### config.mk
export PLATFORM = sky130hd
export DESIGN_NAME = rr_arb_mux
export DESIGN_NICKNAME = d
export VERILOG_FILES = /design/src/rtl/rr_arb_mux.sv
export SDC_FILE = /design/constraint.sdc
export NUM_CORES = 1
export LEC_CHECK = 0
export ABC_CLOCK_PERIOD_IN_PS = 2500
export CAP_MARGIN = 0
export CORE_ASPECT_RATIO = 1.2
export CORE_MARGIN = 2
export CORE_UTILIZATION = 35
export DETAILED_ROUTE_END_ITERATION = 16
export PLACE_DENSITY = 0.75
export SLEW_MARGIN = 20
export SYNTH_ARGS = -nofsm -noshare
export SYNTH_HDL_FRONTEND = slang
export SYNTH_SLANG_ARGS = --single-unit
### constraint.sdc
create_clock -name clk -period 2.5 [get_ports clk]
set_input_delay 0.5 -clock clk [delete_from_list [all_inputs] [get_ports clk]]
set_output_delay 0.5 -clock clk [all_outputs]
set_load 0.02 [all_outputs]
### src/rtl/rr_arb_mux.sv
// Round-robin N:1 stream mux with a single registered output stage.
// Optional packet lock (in_last/out_last) enabled by defining RRMUX_PKT_LOCK_EN.
module rr_arb_mux #(
  parameter  int NCH   = 4,
  parameter  int WIDTH = 8,
  localparam int SELW  = $clog2(NCH)
) (
  input  logic                 clk,
  input  logic                 rst_n,
  input  logic [NCH*WIDTH-1:0] in_data,
  input  logic [NCH-1:0]       in_valid,
  output logic [NCH-1:0]       in_ready,
`ifdef RRMUX_PKT_LOCK_EN
  input  logic [NCH-1:0]       in_last,
  output logic                 out_last,
`endif
  output logic [WIDTH-1:0]     out_data,
  output logic                 out_valid,
  input  logic                 out_ready,
  output logic [SELW-1:0]      out_sel
);

  logic [NCH-1:0][WIDTH-1:0] ch_data;
  logic [SELW-1:0]           ptr;
  logic [SELW-1:0]           grant;
  logic [SELW:0]             sum;
  logic                      found;
  logic                      load_en;
  logic                      xfer;

`ifdef RRMUX_PKT_LOCK_EN
  logic                      locked;
  logic [SELW-1:0]           lock_ch;
`endif

  assign ch_data = in_data;
  assign load_en = ~out_valid | out_ready;
  assign xfer    = load_en & found;

  // Search ptr+1 .. ptr+NCH with explicit wrap so non-power-of-2 NCH never
  // yields an out-of-range index; first hit wins.
  always_comb begin
    grant = '0;
    found = 1'b0;
    sum   = '0;
    for (int k = 1; k <= NCH; k++) begin
      sum = {1'b0, ptr} + (SELW+1)'(k);
      if (sum >= (SELW+1)'(NCH))
        sum = sum - (SELW+1)'(NCH);
      if (!found && in_valid[sum[SELW-1:0]]) begin
        found = 1'b1;
        grant = sum[SELW-1:0];
      end
    end
`ifdef RRMUX_PKT_LOCK_EN
    // Mid-packet the grant is pinned even if the owner pauses.
    if (locked) begin
      grant = lock_ch;
      found = in_valid[lock_ch];
    end
`endif
  end

  always_comb begin
    in_ready = '0;
    for (int i = 0; i < NCH; i++)
      in_ready[i] = load_en & found & (grant == SELW'(i));
  end

  always_ff @(posedge clk or negedge rst_n) begin
    if (!rst_n) begin
      out_valid <= 1'b0;
      out_data  <= '0;
      out_sel   <= '0;
      ptr       <= SELW'(NCH-1);
`ifdef RRMUX_PKT_LOCK_EN
      out_last  <= 1'b0;
      locked    <= 1'b0;
      lock_ch   <= '0;
`endif
    end else if (xfer) begin
      out_valid <= 1'b1;
      out_data  <= ch_data[grant];
      out_sel   <= grant;
`ifdef RRMUX_PKT_LOCK_EN
      out_last  <= in_last[grant];
      locked    <= ~in_last[grant];
      lock_ch   <= grant;
      if (in_last[grant])
        ptr <= grant;
`else
      ptr       <= grant;
`endif
    end else if (out_ready) begin
      out_valid <= 1'b0;
    end
  end

endmodule

== Yosys cells after proc, flatten, opt, wreduce, memory -nomap -nowiden ==
Cells that the tools add are included.

* Bitwise operators: 7
* Equal/unequal tests: 3
* Multiplexer cells: 24
* Add/subtract/negate cells: 8
* Reductions and logical operators: 8
* $lt $le $gt $ge: 9

{| class="wikitable"
|+ Operator list
! kind !! number
|-
| $bmux W8 S2 || 1
|-
| $mux W2 || 8
|-
| $lt A2 B3 Y1 const B || 5
|-
| $ge A3 B3 Y1 const B || 4
|-
| $mux W1 || 10
|-
| $bmux W1 S2 || 4
|-
| $mux W8 || 1
|-
| $sub A2 B1 Y2 const B || 4
|-
| $add A2 B2 Y3 const B || 2
|-
| $and A1 B1 Y1 || 5
|-
| $eq A2 B2 Y1 const B || 2
|-
| $add A2 B1 Y3 const B || 1
|-
| $add A2 B3 Y3 const B || 1
|-
| $logic_and A1 B1 Y1 || 3
|-
| $logic_not A1 Y1 || 3
|-
| $eq A2 B1 Y1 const B || 1
|-
| $logic_not A2 Y1 || 1
|-
| $reduce_bool A2 Y1 || 1
|-
| $not A1 Y1 || 1
|-
| $or A1 B1 Y1 || 1
|}

* Register bits after elaboration: 13
* Output and inout port bits: 15

== Longest topological paths before layout ==
* Depth in word-level cells: 17
* Gate-level depth with buffers: 7
* Depth with buffers taken out: 5

== Worst setup path after synthesis ==
OpenSTA, ideal clock, no wires.

* Kind: reg2out
* Start: reg ptr[1]
* End: out in_ready[0]
* Buffers on the path: 2
* Cell stages (with the launch flop): 7
* Setup slack: 0.262 ns
* Arrival: 1.738 ns
* Path through: dfstp_2 -> mux2_4 -> a22oi_2 -> o21a_1 -> buf_6 -> buf_12 -> and3_2

* Cells in the longest elaborated chain, start to end: 17

{| class="wikitable"
|+ Ends and longest elaborated chain
! element !! RTL line !! text
|-
| start, declared || 24 || <nowiki>logic [SELW-1:0] ptr;</nowiki>
|-
| start signal, assigned || 75 || <nowiki>ptr <= SELW'(NCH-1);</nowiki>
|-
| start signal, assigned || 92 || <nowiki>ptr <= grant;</nowiki>
|-
| $add A2 B1 Y3 || 47 || <nowiki>sum = {1'b0, ptr} + (SELW+1)'(k);</nowiki>
|-
| $ge A3 B3 Y1 or $sub A2 B1 Y2 (tied branches) || 48, 49 ||
|-
| $mux W2 || 48 || <nowiki>if (sum >= (SELW+1)'(NCH))</nowiki>
|-
| $bmux W1 S2 || 50 || <nowiki>if (!found && in_valid[sum[SELW-1:0]]) begin</nowiki>
|-
| $mux W1 (not written as such) || 50 ||
|-
| $mux W1 || 50 ||
|-
| $logic_not A1 Y1 || 50 ||
|-
| $logic_and A1 B1 Y1 || 50 ||
|-
| $mux W1 || 50 ||
|-
| $logic_not A1 Y1 || 50 ||
|-
| $logic_and A1 B1 Y1 || 50 ||
|-
| $mux W1 || 50 ||
|-
| $logic_not A1 Y1 || 50 ||
|-
| $logic_and A1 B1 Y1 || 50 ||
|-
| $mux W1 or $mux W2 (tied branches) || 50 ||
|-
| $and A1 B1 Y1 or $logic_not A2 Y1 (tied branches) || 67 || <nowiki>in_ready[i] = load_en & found & (grant == SELW'(i));</nowiki>
|-
| $and A1 B1 Y1 (*) || 67 ||
|-
| end, declared || 12 || <nowiki>output logic [NCH-1:0] in_ready,</nowiki>
|}

Every way passes the cells marked *; elsewhere a longest branch is shown, timed or not. The select of a mux whose other input is x is not followed.

== Worst setup path after layout ==
* Start: in in_valid[2]
* End: out in_ready[2]

* Cells in the longest elaborated chain, start to end: 14

{| class="wikitable"
|+ Ends and longest elaborated chain
! element !! RTL line !! text
|-
| start, declared || 11 || <nowiki>input logic [NCH-1:0] in_valid,</nowiki>
|-
| $bmux W1 S2 || 50 ||
|-
| $mux W1 (not written as such) || 50 ||
|-
| $mux W1 || 50 ||
|-
| $logic_not A1 Y1 || 50 ||
|-
| $logic_and A1 B1 Y1 || 50 ||
|-
| $mux W1 || 50 ||
|-
| $logic_not A1 Y1 || 50 ||
|-
| $logic_and A1 B1 Y1 || 50 ||
|-
| $mux W1 || 50 ||
|-
| $logic_not A1 Y1 || 50 ||
|-
| $logic_and A1 B1 Y1 || 50 ||
|-
| $mux W2 or $mux W1 (tied branches) || 50 ||
|-
| $eq A2 B2 Y1 or $and A1 B1 Y1 (tied branches) || 67 ||
|-
| $and A1 B1 Y1 (*) || 67 ||
|}

Marks and branches as above.

==> key figures <==
Clocking
  – CTS Sinks: 13
  – Clock latency on the worst-skew pair: 0.27 ns
  – Hold-fix buffers, CTS: 0
  – Reg clk slew, reported paths: 0.08 ns
  – Root Driver: clkbuf_4
  – TritonCTS clock tree: done
  – Num CTS Buffers: 3
  – H-tree levels: 1
  – CTS max path bufs: 2

Min path
  – Min-Delay Startpoint: out_data[3]$_DFFE_PN0P_
  – Worst min-delay path class: flop to flop

Timing
  – Max-slew violations: 0
  – Hold Vio Cnt, Final: 0
  – Fmax achieved: 416 MHz
  – Final worst setup slack: 0.0945 ns
  – Min Tclk post-route: 2.41 ns
  – Actual slew at the worst max-slew pin: 0.571 ns
  – Final period util: 96.2%
  – Setup TNS: 0 ns
  – Hold WS: 0.495 ns
  – Final setup violation count: 0
  – Clk_skew: 0.00756 ns
  – Rel. slew slack: 61.8%
  – RSZ-0062 raised after global routing: false

Routing
  – WL/cell: 13.8 um
  – Drt first-iter violations: 9
  – Vias: 903
  – Via density: 4.96
  – Total Wirelength: 2510 um
  – DRC viols: 0
  – Final ANT Viol Nets: 0
  – DR pass1 iterations: 4

Yosys
  – Synth area leader: dfrtp_1
  – Post-synth top area share: 33.6%
  – Synth Instances: 83
  – Flops & latches, synth: 13
  – Syn nets: 122
  – Async SR Flop Fraction: 100%
  – Top FF cell, synth: dfrtp_1
  – Yosys warnings: 0
  – Seq/Total Area, Yosys: 40.1%
  – Syn avg cell area: 9.86 um^2
  – Syn Std Cell Area: 818 um^2
  – Commonest cells in the netlist: 16 x mux2i_1, 14 x nand2_1, 11 x dfrtp_1, 8 x o221ai_1, 7 x nor2_1
  – Largest cells by area after synthesis: dfrtp_1 34%, mux2i_1 20%, o221ai_1 8.6%
  – Number of synthesized flops with an enable pin: 0
  – Most frequent cell after synthesis: mux2i_1
  – Netlist cell types: 24

Power
  – Static leakage: 0.679 nW
  – Power per cell area: 610 nW/um^2
  – IR drop worst, VDD: 0.387 mV
  – Power, Total: 0.907 mW

Cells and area
  – Layout area overhead: 81.8%
  – N_diodes: 0
  – Share of cells above drive strength 1: 21.2%
  – Fin util: 65.9%
  – Nets: 191
  – Cell Count, Final, Fillers Out: 182
  – Cell area after layout: 1490 um^2
  – Fill cells: 181

Global routing
  – First-pass GRT wire length: 3910 um
  – Initial antenna violation count: 0
  – Number of global-route vias before repair: 887
  – Total track usage: 19.4%
  – Total grt overflow: 0
  – Pin count of the biggest net entering global routing: 17

Place
  – Post-DP HPWL: 1980 um
  – Gpl congestion: 0.733
  – I/O Buffers: 53
  – DP Area: 1450 um^2
  – Place WS: -0.489 ns
  – Placed Cells: 176

Critical path
  – Worst setup path endpoint: in_ready[2]
  – Worst-path maximum fanout: 4
  – Critical Path RT: 2.00 ns
  – Reg2Reg Capture Point: out_data[0]$_DFFE_PN0P_
  – CP Capture Type: output pin
  – CP Class: input pin to output pin
  – Critical Path Start Type: input pin
  – R2R Setup Slk: 0.35 ns
  – CP Launch Point: in_valid[2]
  – Worst r2r src: ptr[1]$_DFFE_PN1P_
  – Crit path DAT: 1.91 ns
  – R2r worst-path depth: 7

Floorplanning
  – Row cnt: 19
  – DIE HEIGHT: 57.0 um
  – I/O Pins: 54
  – Chip width: 48.1 um
  – Core area: 2260 um^2
  – Initial Util: 36.2%
  – Die ar.: 2740 um^2

Outcome
  – Status: complete, no violations

Run
  – MaxCap Viol Count: 0
## flip-flops by register name (all words and copies together), names as in the netlist
name       count
out_valid      1
ptr            2
out_data       8
out_sel        2
## what timing repair did
item,CTS,global route
pin swaps,1,1
resized for setup,19,4
endpoints found under the setup margin,4,3
setup buffers,0,2
## power breakdown
group | switching, mW | internal (mW)
logic | 0.227 | 0.258
clock network | 0.0646 | 0.0617
registers | 0.0301 | 0.266
## worst min path at each step
| stage | cells past startpoint | end |
|---|---|---|
| global route | 2 | out_sel[1]$_DFFE_PN0P_ |
| detailed placement | 2 | out_data[5]$_DFFE_PN0P_ |
| floorplan | 0 | out_data[0]$_DFFE_PN0P_ |
| global placement | 2 | out_data[0]$_DFFE_PN0P_ |
| finish | 2 | out_data[3]$_DFFE_PN0P_ |
| CTS | 2 | out_data[5]$_DFFE_PN0P_ |
## layout make-up
| type | count | area, um^2 | area share (%) |
|---|---|---|---|
| repair buffers | 68 | 619 | 41.6 |
| well taps | 31 | 38.8 | 2.61 |
| multi-input cells | 63 | 464 | 31.2 |
| clock buffers | 4 | 26.3 | 1.77 |
| flip-flops and latches | 13 | 328 | 22.0 |
| inverters | 3 | 11.3 | 0.757 |
## layer usage
metal  up-vias  track usage (%)  wire, um
li1        444                -         -
met3         4             2.22       120
met5         -                0         0
met2        38             32.1      1360
met4         0             5.79        42
met1       417             25.7       982
## critical path: stages
cell             delay, ns
clkdlybuf4s50_1       0.54
nor4_4                0.07
a21o_1                0.18
or2_2                 0.34
nor2_1                0.10
buf_2                 0.17
## placed cells by master, fill, tap and decap left out
cell             instances
and3_2                   1
or2_2                    1
dfrtp_1                 11
nor2_1                   7
o221ai_1                 8
a21oi_2                  1
a21oi_1                  3
nand2_1                 14
o21ai_0                  2
inv_1                    3
o22ai_2                  1
a21o_1                   1
clkdlybuf4s50_1         46
o21a_1                   2
dlygate4sd2_1            3
a31o_2                   1
mux2i_1                 16
buf_4                   15
a2bb2oi_1                1
mux2_4                   1
dfstp_2                  2
buf_2                    4
a22oi_2                  1
clkbuf_1                 1
nor2b_1                  1
nor4_4                   1
clkbuf_4                 3
## logic make-up (layout without fill, tap and decap cells)
family / count (synthesis) / in the layout / share of synthesized area, %
AO/OA/AOI/OAI: 21 / 21 / 19.4
buffers and inverters: 7 / 75 / 6.27
flip-flops: 13 / 13 / 40.1
multiplexers: 17 / 17 / 21.4
AND/OR/NAND/NOR: 25 / 25 / 12.8
No activity file was read; power rests on OpenSTA's default activity.
